===== config.mk =====
export PLATFORM = sky130hd
export DESIGN_NAME = adder_result_accumulator_flat
export DESIGN_NICKNAME = d
export VERILOG_FILES = /design/src/rtl/adder_result_accumulator_if.sv /design/src/rtl/adder_result_accumulator.sv /design/src/flat_wrapper.sv
export SDC_FILE = /design/constraint.sdc
export NUM_CORES = 1
export LEC_CHECK = 0
export CAP_MARGIN = 0
export CORE_AREA = 2 2 44 76
export CTS_BUF_LIST = sky130_fd_sc_hd__clkbuf_16
export DETAILED_ROUTE_END_ITERATION = 8
export DIE_AREA = 0 0 46 78
export GPL_TIMING_DRIVEN = 0
export PLACE_DENSITY = 0.71
export SKIP_CTS_REPAIR_TIMING = 1
export SYNTH_ARGS = -nofsm -noshare
export SYNTH_HDL_FRONTEND = slang
export SYNTH_SLANG_ARGS = --single-unit

===== constraint.sdc =====
create_clock -name clk -period 1.7 [get_ports clk]
set_input_delay 0.425 -clock clk [delete_from_list [all_inputs] [get_ports clk]]
set_output_delay 0.425 -clock clk [all_outputs]
set_load 0.01 [all_outputs]

===== src/rtl/adder_result_accumulator_if.sv =====
// Handshake bundle between the 2-bit adder stage, the result accumulator and
// the consumer of batch totals.
interface adder_result_accumulator_if #(
  parameter int ACC_WIDTH = 8
);
  logic                 in_valid;
  logic                 in_ready;
  logic [1:0]           in_sum;
  logic                 in_carry;
  logic                 out_valid;
  logic                 out_ready;
  logic [ACC_WIDTH-1:0] out_acc;
  logic                 out_overflow;

  // The producer/consumer side drives operands and takes totals.
  modport master (
    output in_valid,
    output in_sum,
    output in_carry,
    input  in_ready,
    input  out_valid,
    input  out_acc,
    input  out_overflow,
    output out_ready
  );

  modport slave (
    input  in_valid,
    input  in_sum,
    input  in_carry,
    output in_ready,
    output out_valid,
    output out_acc,
    output out_overflow,
    input  out_ready
  );
endinterface


===== src/rtl/adder_result_accumulator.sv =====
// Sums BATCH adder results ({carry, sum1, sum0}) into a saturating accumulator
// and offers the batch total on a valid/ready port until it is taken.
module adder_result_accumulator #(
  parameter int ACC_WIDTH = 8,
  parameter int BATCH     = 4
) (
  input  logic                      clk,
  input  logic                      rst_n,
  input  logic                      clear,
  output logic                      busy,
  adder_result_accumulator_if.slave bus
);

  localparam int CW = $clog2(BATCH + 1);

  typedef enum logic [1:0] {
    IDLE  = 2'd0,
    ACCUM = 2'd1,
    HOLD  = 2'd2
  } state_e;

  state_e               state_q, state_d;
  logic [ACC_WIDTH-1:0] acc_q, acc_d;
  logic [CW-1:0]        count_q, count_d;
  logic                 ovf_q, ovf_d;
  logic                 out_valid_q, out_valid_d;
  logic [ACC_WIDTH-1:0] out_acc_q, out_acc_d;
  logic                 out_ovf_q, out_ovf_d;
  logic                 busy_q, busy_d;

  logic                 accept;
  logic [ACC_WIDTH-1:0] operand;
  logic [ACC_WIDTH:0]   sum_wide;
  logic [CW-1:0]        count_inc;

  assign bus.in_ready = (state_q != HOLD);
  assign accept       = bus.in_valid && bus.in_ready;
  assign operand      = ACC_WIDTH'({bus.in_carry, bus.in_sum});
  assign sum_wide     = {1'b0, acc_q} + {1'b0, operand};
  assign count_inc    = count_q + CW'(1);

  // Next-state decode; clear overrides everything, including a coincident
  // accept or a coincident out_ready while holding.
  always_comb begin
    state_d = state_q;
    acc_d   = acc_q;
    count_d = count_q;
    ovf_d   = ovf_q;

    if (clear) begin
      state_d = IDLE;
      acc_d   = '0;
      count_d = '0;
      ovf_d   = 1'b0;
    end else begin
      case (state_q)
        IDLE: begin
          if (accept) begin
            acc_d   = operand;
            count_d = CW'(1);
            ovf_d   = 1'b0;
            state_d = (BATCH == 1) ? HOLD : ACCUM;
          end
        end
        ACCUM: begin
          if (accept) begin
            if (sum_wide[ACC_WIDTH]) begin
              acc_d = '1;
              ovf_d = 1'b1;
            end else begin
              acc_d = sum_wide[ACC_WIDTH-1:0];
            end
            count_d = count_inc;
            if (count_inc == CW'(BATCH)) begin
              state_d = HOLD;
            end
          end
        end
        HOLD: begin
          if (bus.out_ready) begin
            state_d = IDLE;
            acc_d   = '0;
            count_d = '0;
            ovf_d   = 1'b0;
          end
        end
        default: begin
          state_d = IDLE;
          acc_d   = '0;
          count_d = '0;
          ovf_d   = 1'b0;
        end
      endcase
    end
  end

  // Output registers follow the next state so the total only ever appears
  // alongside out_valid, never as a partial sum.
  always_comb begin
    out_valid_d = (state_d == HOLD);
    busy_d      = (state_d == ACCUM);
    out_acc_d   = '0;
    out_ovf_d   = 1'b0;
    if (state_d == HOLD) begin
      out_acc_d = acc_d;
      out_ovf_d = ovf_d;
    end
  end

  always_ff @(posedge clk or negedge rst_n) begin
    if (!rst_n) begin
      state_q     <= IDLE;
      acc_q       <= '0;
      count_q     <= '0;
      ovf_q       <= 1'b0;
      out_valid_q <= 1'b0;
      out_acc_q   <= '0;
      out_ovf_q   <= 1'b0;
      busy_q      <= 1'b0;
    end else begin
      state_q     <= state_d;
      acc_q       <= acc_d;
      count_q     <= count_d;
      ovf_q       <= ovf_d;
      out_valid_q <= out_valid_d;
      out_acc_q   <= out_acc_d;
      out_ovf_q   <= out_ovf_d;
      busy_q      <= busy_d;
    end
  end

  assign bus.out_valid    = out_valid_q;
  assign bus.out_acc      = out_acc_q;
  assign bus.out_overflow = out_ovf_q;
  assign busy             = busy_q;

endmodule

===== src/flat_wrapper.sv =====
// flat-port wrapper written by rule: the top's interface ports become plain ports
module adder_result_accumulator_flat 
#(
  parameter int ACC_WIDTH = 8,
  parameter int BATCH     = 4
)
  (clk, rst_n, clear, busy, bus_in_valid, bus_in_sum, bus_in_carry, bus_in_ready, bus_out_valid, bus_out_acc, bus_out_overflow, bus_out_ready);
  adder_result_accumulator_if #(.ACC_WIDTH(ACC_WIDTH)) bus_i ();
  input  logic clk;
  input  logic rst_n;
  input  logic clear;
  output logic busy;
  input wire logic [$bits(bus_i.in_valid)-1:0] bus_in_valid;
  input wire logic [$bits(bus_i.in_sum)-1:0] bus_in_sum;
  input wire logic [$bits(bus_i.in_carry)-1:0] bus_in_carry;
  output wire logic [$bits(bus_i.in_ready)-1:0] bus_in_ready;
  output wire logic [$bits(bus_i.out_valid)-1:0] bus_out_valid;
  output wire logic [$bits(bus_i.out_acc)-1:0] bus_out_acc;
  output wire logic [$bits(bus_i.out_overflow)-1:0] bus_out_overflow;
  input wire logic [$bits(bus_i.out_ready)-1:0] bus_out_ready;
  assign bus_i.in_valid = bus_in_valid;
  assign bus_i.in_sum = bus_in_sum;
  assign bus_i.in_carry = bus_in_carry;
  assign bus_in_ready = bus_i.in_ready;
  assign bus_out_valid = bus_i.out_valid;
  assign bus_out_acc = bus_i.out_acc;
  assign bus_out_overflow = bus_i.out_overflow;
  assign bus_i.out_ready = bus_out_ready;
  adder_result_accumulator #(.ACC_WIDTH(ACC_WIDTH), .BATCH(BATCH)) u_core (.clk(clk), .rst_n(rst_n), .clear(clear), .busy(busy), .bus(bus_i));
endmodule

==> flow_summary.yaml, run 1 <==
clock_network:
  htree_levels: 1
  clock-sinks: 25
  cts_made_buffers: 3
  root_buffer: "clkbuf_16"
  worstSkewPairLatency_ns: 0.26
  cts.clk_slew.worst_paths_ns: 0.06
  cts_tree: "done"
  cts_buffer_depth: 2
cells_and_area:
  post-route-util_pct: 62.2
  fin_nets: 180
  seq_area_um2: 626
  final_common_cell: "dfrtp_1"
  multi_input_area_um2: 766
  drive_gt1_share_pct: 22.4
  final_cell_mix: "dfrtp_1 (25), nor2_1 (14), clkdlybuf4s50_1 (14)"
  diodes: 0
  area_growth_pct: 33.1
  fillers: 233
  post-route-cell-area_um2: 1820
power:
  power.density_nw_per_um2: 732
  p_clk_share_pct: 38.7
  p_leak_nw: 0.854
  seqPwrFrac_pct: 46.4
  p_int_mw: 1.01
  peakVddDrop_mv: 0.482
  p_switching_mw: 0.318
  swShare_pct: 23.9
  pwr-share-comb_pct: 15.0
synthesis:
  ys_seq_area_share_pct: 45.7
  synth_xor_area_share_pct: 1.28
  syn_area_per_cell_um2: 10.1
  ys_types: 44
  syn_area_um2: 1370
  syn_inst: 135
  synth_top_family_by_area: "simple AND/OR/NAND/NOR gates"
  ys.flop_type: "dfrtp_1"
  yosysWarnings: 0
  synth_edf_count: 0
  yosys.area_share.simple_pct: 21.6
  ys_ff_latch: 25
  yosys-mux-area-fraction_pct: 3.75
  synthArstFlopShare_pct: 100
  synthAdderAreaFrac_pct: 6.04
  synth_compound_area_share_pct: 17.7
  mappedNetlistNets: 149
die:
  rows: 26
  io_pins: 20
  core-area_um2: 2930
  die_w_um: 46
  die_area_um2: 3590
  start_util_pct: 46.7
  fp.dieH_um: 78
timing:
  finalClockSkew_ns: 0.00173
  relSlewSlack_pct: 27.5
  slew_violations: 0
  finalHoldViolCount: 0
  fmax_mhz: 523
  min_period_ns: 1.91
  fin_tns_setup_ns: -2.32
  fin_crit_sh_pct: 113
  final-setup-viol-count: 18
  grt_setup_unrepaired: "true"
  finalWorstSetupSlack_ns: -0.213
  tightest_slew_ns: 1.08
global_route:
  use_met2_pct: 32.8
  grt.busiest_layer: "met2"
  grt_pass1_wl_mm: 5.09
  use_met1_pct: 20.4
  grt_pass1_vias: 1154
  gr-usage-met3_pct: 3.72
  track_usage_pct: 18.8
  antenna_found_initial: 0
  grt_overflow: 0
  grt_max_degree: 26
critical_path:
  cp_max_fo: 3
  critPathCaptureType: "flop"
  arrival_ns: 2.07
  critical_path_class: "reg -> reg"
  cp-start-kind: "flop"
  cp.required_ns: 1.85
place:
  gp_congestion: 0.822
  port_buffers: 18
  dp.final_hpwl_mm: 2.22
  dpl_cell_area_um2: 1610
worst_hold_path:
  holdCritPathClass: "reg -> reg"
status:
  status: "finished with violations"
  violations: "setup timing"
drt:
  wl_per_cell_um: 16.6
  drt_pass1_iterations: 4
  viasPerCell: 6.01
  drc: 0
  drt_iter0_drc: 30
  dr_total_vias: 1159
  ant_nets: 0
  finalWirelength_mm: 3.21
run:
  max_cap_violations: 0
-- through the flow --
stage	setup slack, ns	hold slack [ns]	total power, mW	std cells
detailed placement	-0.745	0.528	0.785	181
floorplan	-0.0869	0.129	0.723	135
CTS	-0.485	0.546	1.30	185
finish	-0.213	0.554	1.33	193
global placement	-0.727	0.529	0.778	181
global route	-0.265	0.565	1.38	193
-- critical path: stages (launching register included) --
cell and delay [ns]:
dfrtp_1 0.41, ha_4 0.18, fa_2 0.34, a21o_1 0.21, nand4_1 0.19, nor3_2 0.09
o221a_2 0.25, and2_4 0.13
-- registers in the layout, summed over array words and instances (netlist names) --
| register | count |
|---|---|
| u_core.acc_q | 8 |
| u_core.bus.out_acc | 8 |
| u_core.bus.out_overflow | 1 |
| u_core.bus.out_valid | 1 |
| u_core.busy | 1 |
| u_core.count_q | 3 |
| u_core.ovf_q | 1 |
| u_core.state_q | 2 |
-- power groups by stage --
stage,Combinational (mW),Clock [mW],Sequential [mW]
final,0.199,0.515,0.618
after global placement,0.150,0,0.627
after detailed placement,0.156,0,0.629
after CTS,0.158,0.530,0.618
after floorplan,0.0964,0,0.627
after global routing,0.218,0.540,0.619
-- cell families (layout without fill, tap and decap cells) --
| kind of cell | count (synthesis) | after routing |
|---|---|---|
| buf+inv | 12 | 42 |
| xor+xnor | 2 | 2 |
| simple gates | 53 | 53 |
| mux | 5 | 5 |
| compound gates | 32 | 32 |
| flops | 25 | 25 |
| fa+ha+maj | 6 | 6 |
-- final cells by class --
class                   instances  share of cell area (%)
plain buffers                   7                    2.27
flip-flops and latches         25                    34.4
multi-input cells              98                    42.1
well taps                      28                    1.92
repair buffers                 26                    14.0
clock buffers                   3                    4.12
inverters                       5                    1.03
clock inverters                 1                   0.275
-- path summary, 6_finish.rpt --
check                                     startpoint                           endpoint  slack [ns]  cells past startpoint
setup / recovery           u_core.acc_q[0]$_DFF_PN0_  u_core.bus.out_overflow$_DFF_PN0_       -0.21                      7
max in group asynchronous                      rst_n          u_core.acc_q[4]$_DFF_PN0_        0.30                      1
min in group asynchronous                      rst_n              u_core.busy$_DFF_PN0_        0.75                      1
setup reg to reg           u_core.acc_q[0]$_DFF_PN0_  u_core.bus.out_overflow$_DFF_PN0_       -0.21                      7
hold reg to reg               u_core.ovf_q$_DFF_PN0_             u_core.ovf_q$_DFF_PN0_        0.55                      1
hold / removal                u_core.ovf_q$_DFF_PN0_             u_core.ovf_q$_DFF_PN0_        0.55                      1
-- metal layers --
metal	share of wire, %	routed length (µm)
met1	38	1210
met2	57	1820
met3	3.4	110
met4	2.2	71
met5	0	0
-- synth_stat cells, types with 2 or more instances --
| master | count | area [µm²] |
|---|---|---|
| a2111oi_0 | 2 | 17.5 |
| a21o_1 | 3 | 22.5 |
| a21oi_1 | 11 | 55.1 |
| a32oi_1 | 2 | 17.5 |
| and2_1 | 4 | 25.0 |
| and3_1 | 3 | 18.8 |
| buf_2 | 4 | 20.0 |
| clkbuf_1 | 2 | 7.51 |
| dfrtp_1 | 25 | 626 |
| ha_1 | 5 | 62.6 |
| inv_1 | 4 | 15.0 |
| mux2i_1 | 4 | 40.0 |
| nand2_1 | 10 | 37.5 |
| nand2b_1 | 4 | 25.0 |
| nand3_1 | 3 | 15.0 |
| nand4_1 | 2 | 12.5 |
| nor2_1 | 14 | 52.6 |
| nor3_1 | 3 | 15.0 |
| o21ai_0 | 2 | 10.0 |
| o21ai_2 | 2 | 17.5 |
| or4_1 | 2 | 15.0 |
| xor2_1 | 2 | 17.5 |
(Power assumes the default switching activity.)
==> run 2, diff against run 1 <==
Settings changed: SKIP_LAST_GASP set to 1.
Clock period 1.7 ns to 1.6 ns, I/O delays scaled along.
==> flow_summary.yaml, run 2 (same netlist as run 1, synthesis figures left out) <==
timing:
  tightest_slew_ns: 1.07
  holdWs_ns: 0.334
  fin_crit_sh_pct: 119
  grt_setup_unrepaired: "true"
  slew_violations: 0
  fmax_mhz: 525
  finalHoldViolCount: 0
  relSlewSlack_pct: 28.4
  final-setup-viol-count: 20
  finalWorstSetupSlack_ns: -0.304
  finalClockSkew_ns: 0.00214
  min_period_ns: 1.90
place:
  dp.final_hpwl_mm: 2.24
  port_buffers: 18
  place_inst: 181
  gp_congestion: 0.819
  dpl_cell_area_um2: 1610
status:
  status: "finished with violations"
  violations: "setup timing"
die:
  start_util_pct: 46.7
  io_pins: 20
  core-area_um2: 2930
  rows: 26
  die_area_um2: 3590
  fp.dieH_um: 78
  die_w_um: 46
global_route:
  grt_pass1_vias: 1126
  antenna_found_initial: 0
  grt_pass1_wl_mm: 5.06
  grt_overflow: 0
  grt_max_degree: 26
  track_usage_pct: 19.0
cells_and_area:
  area_growth_pct: 33.1
  diodes: 0
  post-route-cell-area_um2: 1820
  fin_nets: 177
  final_cells: 190
  drive_gt1_share_pct: 22.8
  final_common_cell: "dfrtp_1"
  final_cell_mix: "dfrtp_1 (24), nor2_1 (14), clkdlybuf4s50_1 (12)"
critical_path:
  cp_max_fo: 3
  crit_chain: "ha_4 -> fa_2 -> a21o_1 -> nand4_1 -> nor3_2 -> o221a_2 -> and2_4"
  critical_path_class: "reg -> reg"
  critical-path-top-delay-family: "adder cells"
  cp.required_ns: 1.75
  critPathCaptureType: "flop"
  cp-start-kind: "flop"
  critPathMaxStageDelay_ns: 0.41
  slowest_stage: "dfrtp_1"
  critical_path_buf_inv_count: 0
  arrival_ns: 2.05
power:
  p_leak_nw: 0.862
  total_power_mw: 1.39
  peakVddDrop_mv: 0.657
  power.density_nw_per_um2: 765
clock_network:
  cts_made_buffers: 3
  cts_tree: "done"
  clock-sinks: 25
  worstSkewPairLatency_ns: 0.26
  root_buffer: "clkbuf_16"
  htree_levels: 1
  cts.clk_slew.worst_paths_ns: 0.06
  cts_buffer_depth: 2
drt:
  finalWirelength_mm: 3.24
  drc: 0
  drt_pass1_iterations: 4
  wl_per_cell_um: 17.1
  drt_iter0_drc: 44
  viasPerCell: 6.18
  dr_total_vias: 1175
  ant_nets: 0
worst_hold_path:
  holdCritPathClass: "in -> async"
run:
  max_cap_violations: 0
## run 2: changes by cell type in the layout (fill, tap and decap cells not counted), sizes merged
cell | before | now
clkdlybuf4s50 | 14 | 12
dlymetal6s2s | 4 | 6
clkinv | 1 | 0
inv | 5 | 6
buf | 13 | 10
## run 2: final timing paths
| check | from | to | slack (ns) | depth (start not counted) |
|---|---|---|---|---|
| worst max register to register | u_core.acc_q[0]$_DFF_PN0_ | u_core.bus.out_overflow$_DFF_PN0_ | -0.30 | 7 |
| min in group clk | u_core.count_q[1]$_DFFE_PN0P_ | u_core.count_q[1]$_DFFE_PN0P_ | 0.55 | 2 |
| worst max-delay path | u_core.acc_q[0]$_DFF_PN0_ | u_core.bus.out_overflow$_DFF_PN0_ | -0.30 | 7 |
| max in group asynchronous | rst_n | u_core.state_q[0]$_DFF_PN0_ | 0.55 | 1 |
| worst min register to register | u_core.count_q[1]$_DFFE_PN0P_ | u_core.count_q[1]$_DFFE_PN0P_ | 0.55 | 2 |
| worst min-delay path | rst_n | u_core.busy$_DFF_PN0_ | 0.33 | 1 |
## run 2: final cells by class
cell class / instances / area, µm²
fillers: 228 / 1110
multi-input cells: 98 / 782
flip-flops and latches: 25 / 627
repair buffers: 23 / 234
clock buffers: 3 / 75.1
plain buffers: 7 / 45.0
well taps: 28 / 35.0
inverters: 5 / 18.8
clock inverters: 1 / 3.75
## run 2: metrics by stage
step	util (%)	TNS [ns]	setup slack (ns)
after floorplan	-	-1.90	-0.175
after global placement	55.1	-16.36	-0.790
after detailed placement	55.1	-18.11	-0.807
after CTS	57.8	-8.53	-0.539
after global routing	62.2	-5.80	-0.350
final	62.2	-4.22	-0.304
## run 2: layer usage
metal | vias to the layer above | GRT usage, % | routed length (µm)
li1 | 545 | - | -
met3 | 11 | 4.19 | 159
met1 | 578 | 21.0 | 1170
met4 | 0 | 6.86 | 95
met5 | - | 0 | 0
met2 | 41 | 33.3 | 1820
## run 2: worst reg2reg max path: stages, from the launching register on
cell	delay, ns
dfrtp_1	0.41
ha_4	0.18
fa_2	0.36
a21o_1	0.20
nand4_1	0.18
nor3_2	0.09
o221a_2	0.25
and2_4	0.13
## run 2: where the power goes
| part | internal [mW] | leakage (nW) | total [mW] | switching (mW) |
|---|---|---|---|---|
| registers | 0.645 | 0.342 | 0.657 | 0.0123 |
| logic | 0.0909 | 0.477 | 0.204 | 0.114 |
| clock network | 0.333 | 0.0423 | 0.531 | 0.198 |
==> run 3, diff against run 2 <==
Settings changed: SLEW_MARGIN set to 20.
==> flow_summary.yaml, run 3 (same netlist as run 1, synthesis figures left out) <==
status:
  violations: "setup timing"
  status: "finished with violations"
die:
  core-area_um2: 2930
  fp.dieH_um: 78
  die_w_um: 46
  io_pins: 20
  start_util_pct: 46.7
  rows: 26
  die_area_um2: 3590
critical_path:
  critical_path_buf_inv_count: 0
  crit_chain: "ha_4 -> fa_2 -> a21o_1 -> nand4_1 -> nor3_2 -> o221a_2 -> and2_4"
  critical-path-top-delay-family: "adder cells"
  cp_max_fo: 3
  critical_path_class: "reg -> reg"
  slowest_stage: "dfrtp_1"
  arrival_ns: 2.05
  critPathCaptureType: "flop"
  critPathMaxStageDelay_ns: 0.41
  cp.required_ns: 1.75
  cp-start-kind: "flop"
timing:
  relSlewSlack_pct: 64.3
  finalWorstSetupSlack_ns: -0.304
  final-setup-viol-count: 20
  fmax_mhz: 525
  grt_setup_unrepaired: "true"
  finalClockSkew_ns: 0.00218
  min_period_ns: 1.90
  finalHoldViolCount: 0
  slew_violations: 0
  fin_crit_sh_pct: 119
  tightest_slew_ns: 0.535
  holdWs_ns: 0.120
global_route:
  antenna_found_initial: 0
  grt_max_degree: 26
  grt_overflow: 0
  grt_pass1_wl_mm: 5.06
  grt_pass1_vias: 1126
  track_usage_pct: 19.0
cells_and_area:
  final_cell_mix: "dfrtp_1 (24), nor2_1 (14), clkdlybuf4s50_1 (12)"
  drive_gt1_share_pct: 23.5
  final_cells: 190
  seq_area_um2: 627
  area_growth_pct: 32.6
  final_common_cell: "dfrtp_1"
  multi_input_area_um2: 782
  fillers: 228
  fin_nets: 177
  diodes: 0
power:
  total_power_mw: 1.39
  p_leak_nw: 0.853
  power.density_nw_per_um2: 767
  peakVddDrop_mv: 0.657
drt:
  ant_nets: 0
  dr_total_vias: 1175
  wl_per_cell_um: 17.1
  viasPerCell: 6.18
  drt_iter0_drc: 44
  finalWirelength_mm: 3.24
  drc: 0
  drt_pass1_iterations: 4
clock_network:
  cts_made_buffers: 3
  clock-sinks: 25
  htree_levels: 1
  root_buffer: "clkbuf_16"
  cts_buffer_depth: 2
  cts_tree: "done"
  worstSkewPairLatency_ns: 0.26
  cts.clk_slew.worst_paths_ns: 0.06
worst_hold_path:
  holdCritPathClass: "in -> async"
place:
  dp.final_hpwl_mm: 2.24
  place_inst: 181
  gp_congestion: 0.819
  port_buffers: 18
run:
  max_cap_violations: 0
-- run 3: layout make-up --
cell class,count,share of cell area [%]
Tap cell,28,1.93
Clock inverter,1,0.207
Timing Repair Buffer,23,12.5
Buffer,7,2.48
Clock buffer,3,4.14
Inverter,5,1.04
Multi-Input combinational cell,98,43.1
Sequential cell,25,34.6
-- run 3: stage by stage --
stage                     instance area, µm²  util (%)  TNS, ns  setup slack, ns
after floorplan                         1400         -    -1.90           -0.175
after global routing                    1810      61.9    -5.80           -0.350
final                                   1810      61.9    -4.22           -0.304
after detailed placement                1610      55.1   -18.11           -0.807
after global placement                  1610      55.1   -16.36           -0.790
after CTS                               1690      57.8    -8.53           -0.539
-- run 3: worst paths after layout --
kind	start	to	slack, ns	cells past startpoint
hold reg to reg	u_core.count_q[1]$_DFFE_PN0P_	u_core.count_q[1]$_DFFE_PN0P_	0.55	2
setup / recovery	u_core.acc_q[0]$_DFF_PN0_	u_core.bus.out_overflow$_DFF_PN0_	-0.30	7
max in group asynchronous	rst_n	u_core.state_q[0]$_DFF_PN0_	1.10	1
hold / removal	rst_n	u_core.busy$_DFF_PN0_	0.12	1
setup reg to reg	u_core.acc_q[0]$_DFF_PN0_	u_core.bus.out_overflow$_DFF_PN0_	-0.30	7
min in group clk	u_core.count_q[1]$_DFFE_PN0P_	u_core.count_q[1]$_DFFE_PN0P_	0.55	2
-- run 3: layer usage --
layer / vias to the layer above / global-route usage (%) / part of all wire, %
met1: 578 / 21.0 / 36
li1: 545 / - / -
met5: - / 0 / 0
met4: 0 / 6.86 / 2.9
met3: 11 / 4.19 / 4.9
met2: 41 / 33.3 / 56
-- run 3: worst register-to-register path, stage by stage (launching register included) --
cell and delay [ns]:
dfrtp_1 0.41, ha_4 0.18, fa_2 0.36, a21o_1 0.20, nand4_1 0.18, nor3_2 0.09, o221a_2 0.25, and2_4 0.13
-- run 3: where the power goes --
| part | internal (mW) | total, mW | switching, mW |
|---|---|---|---|
| Combinational | 0.0897 | 0.203 | 0.113 |
| Clock | 0.333 | 0.531 | 0.197 |
| Sequential | 0.645 | 0.657 | 0.0123 |
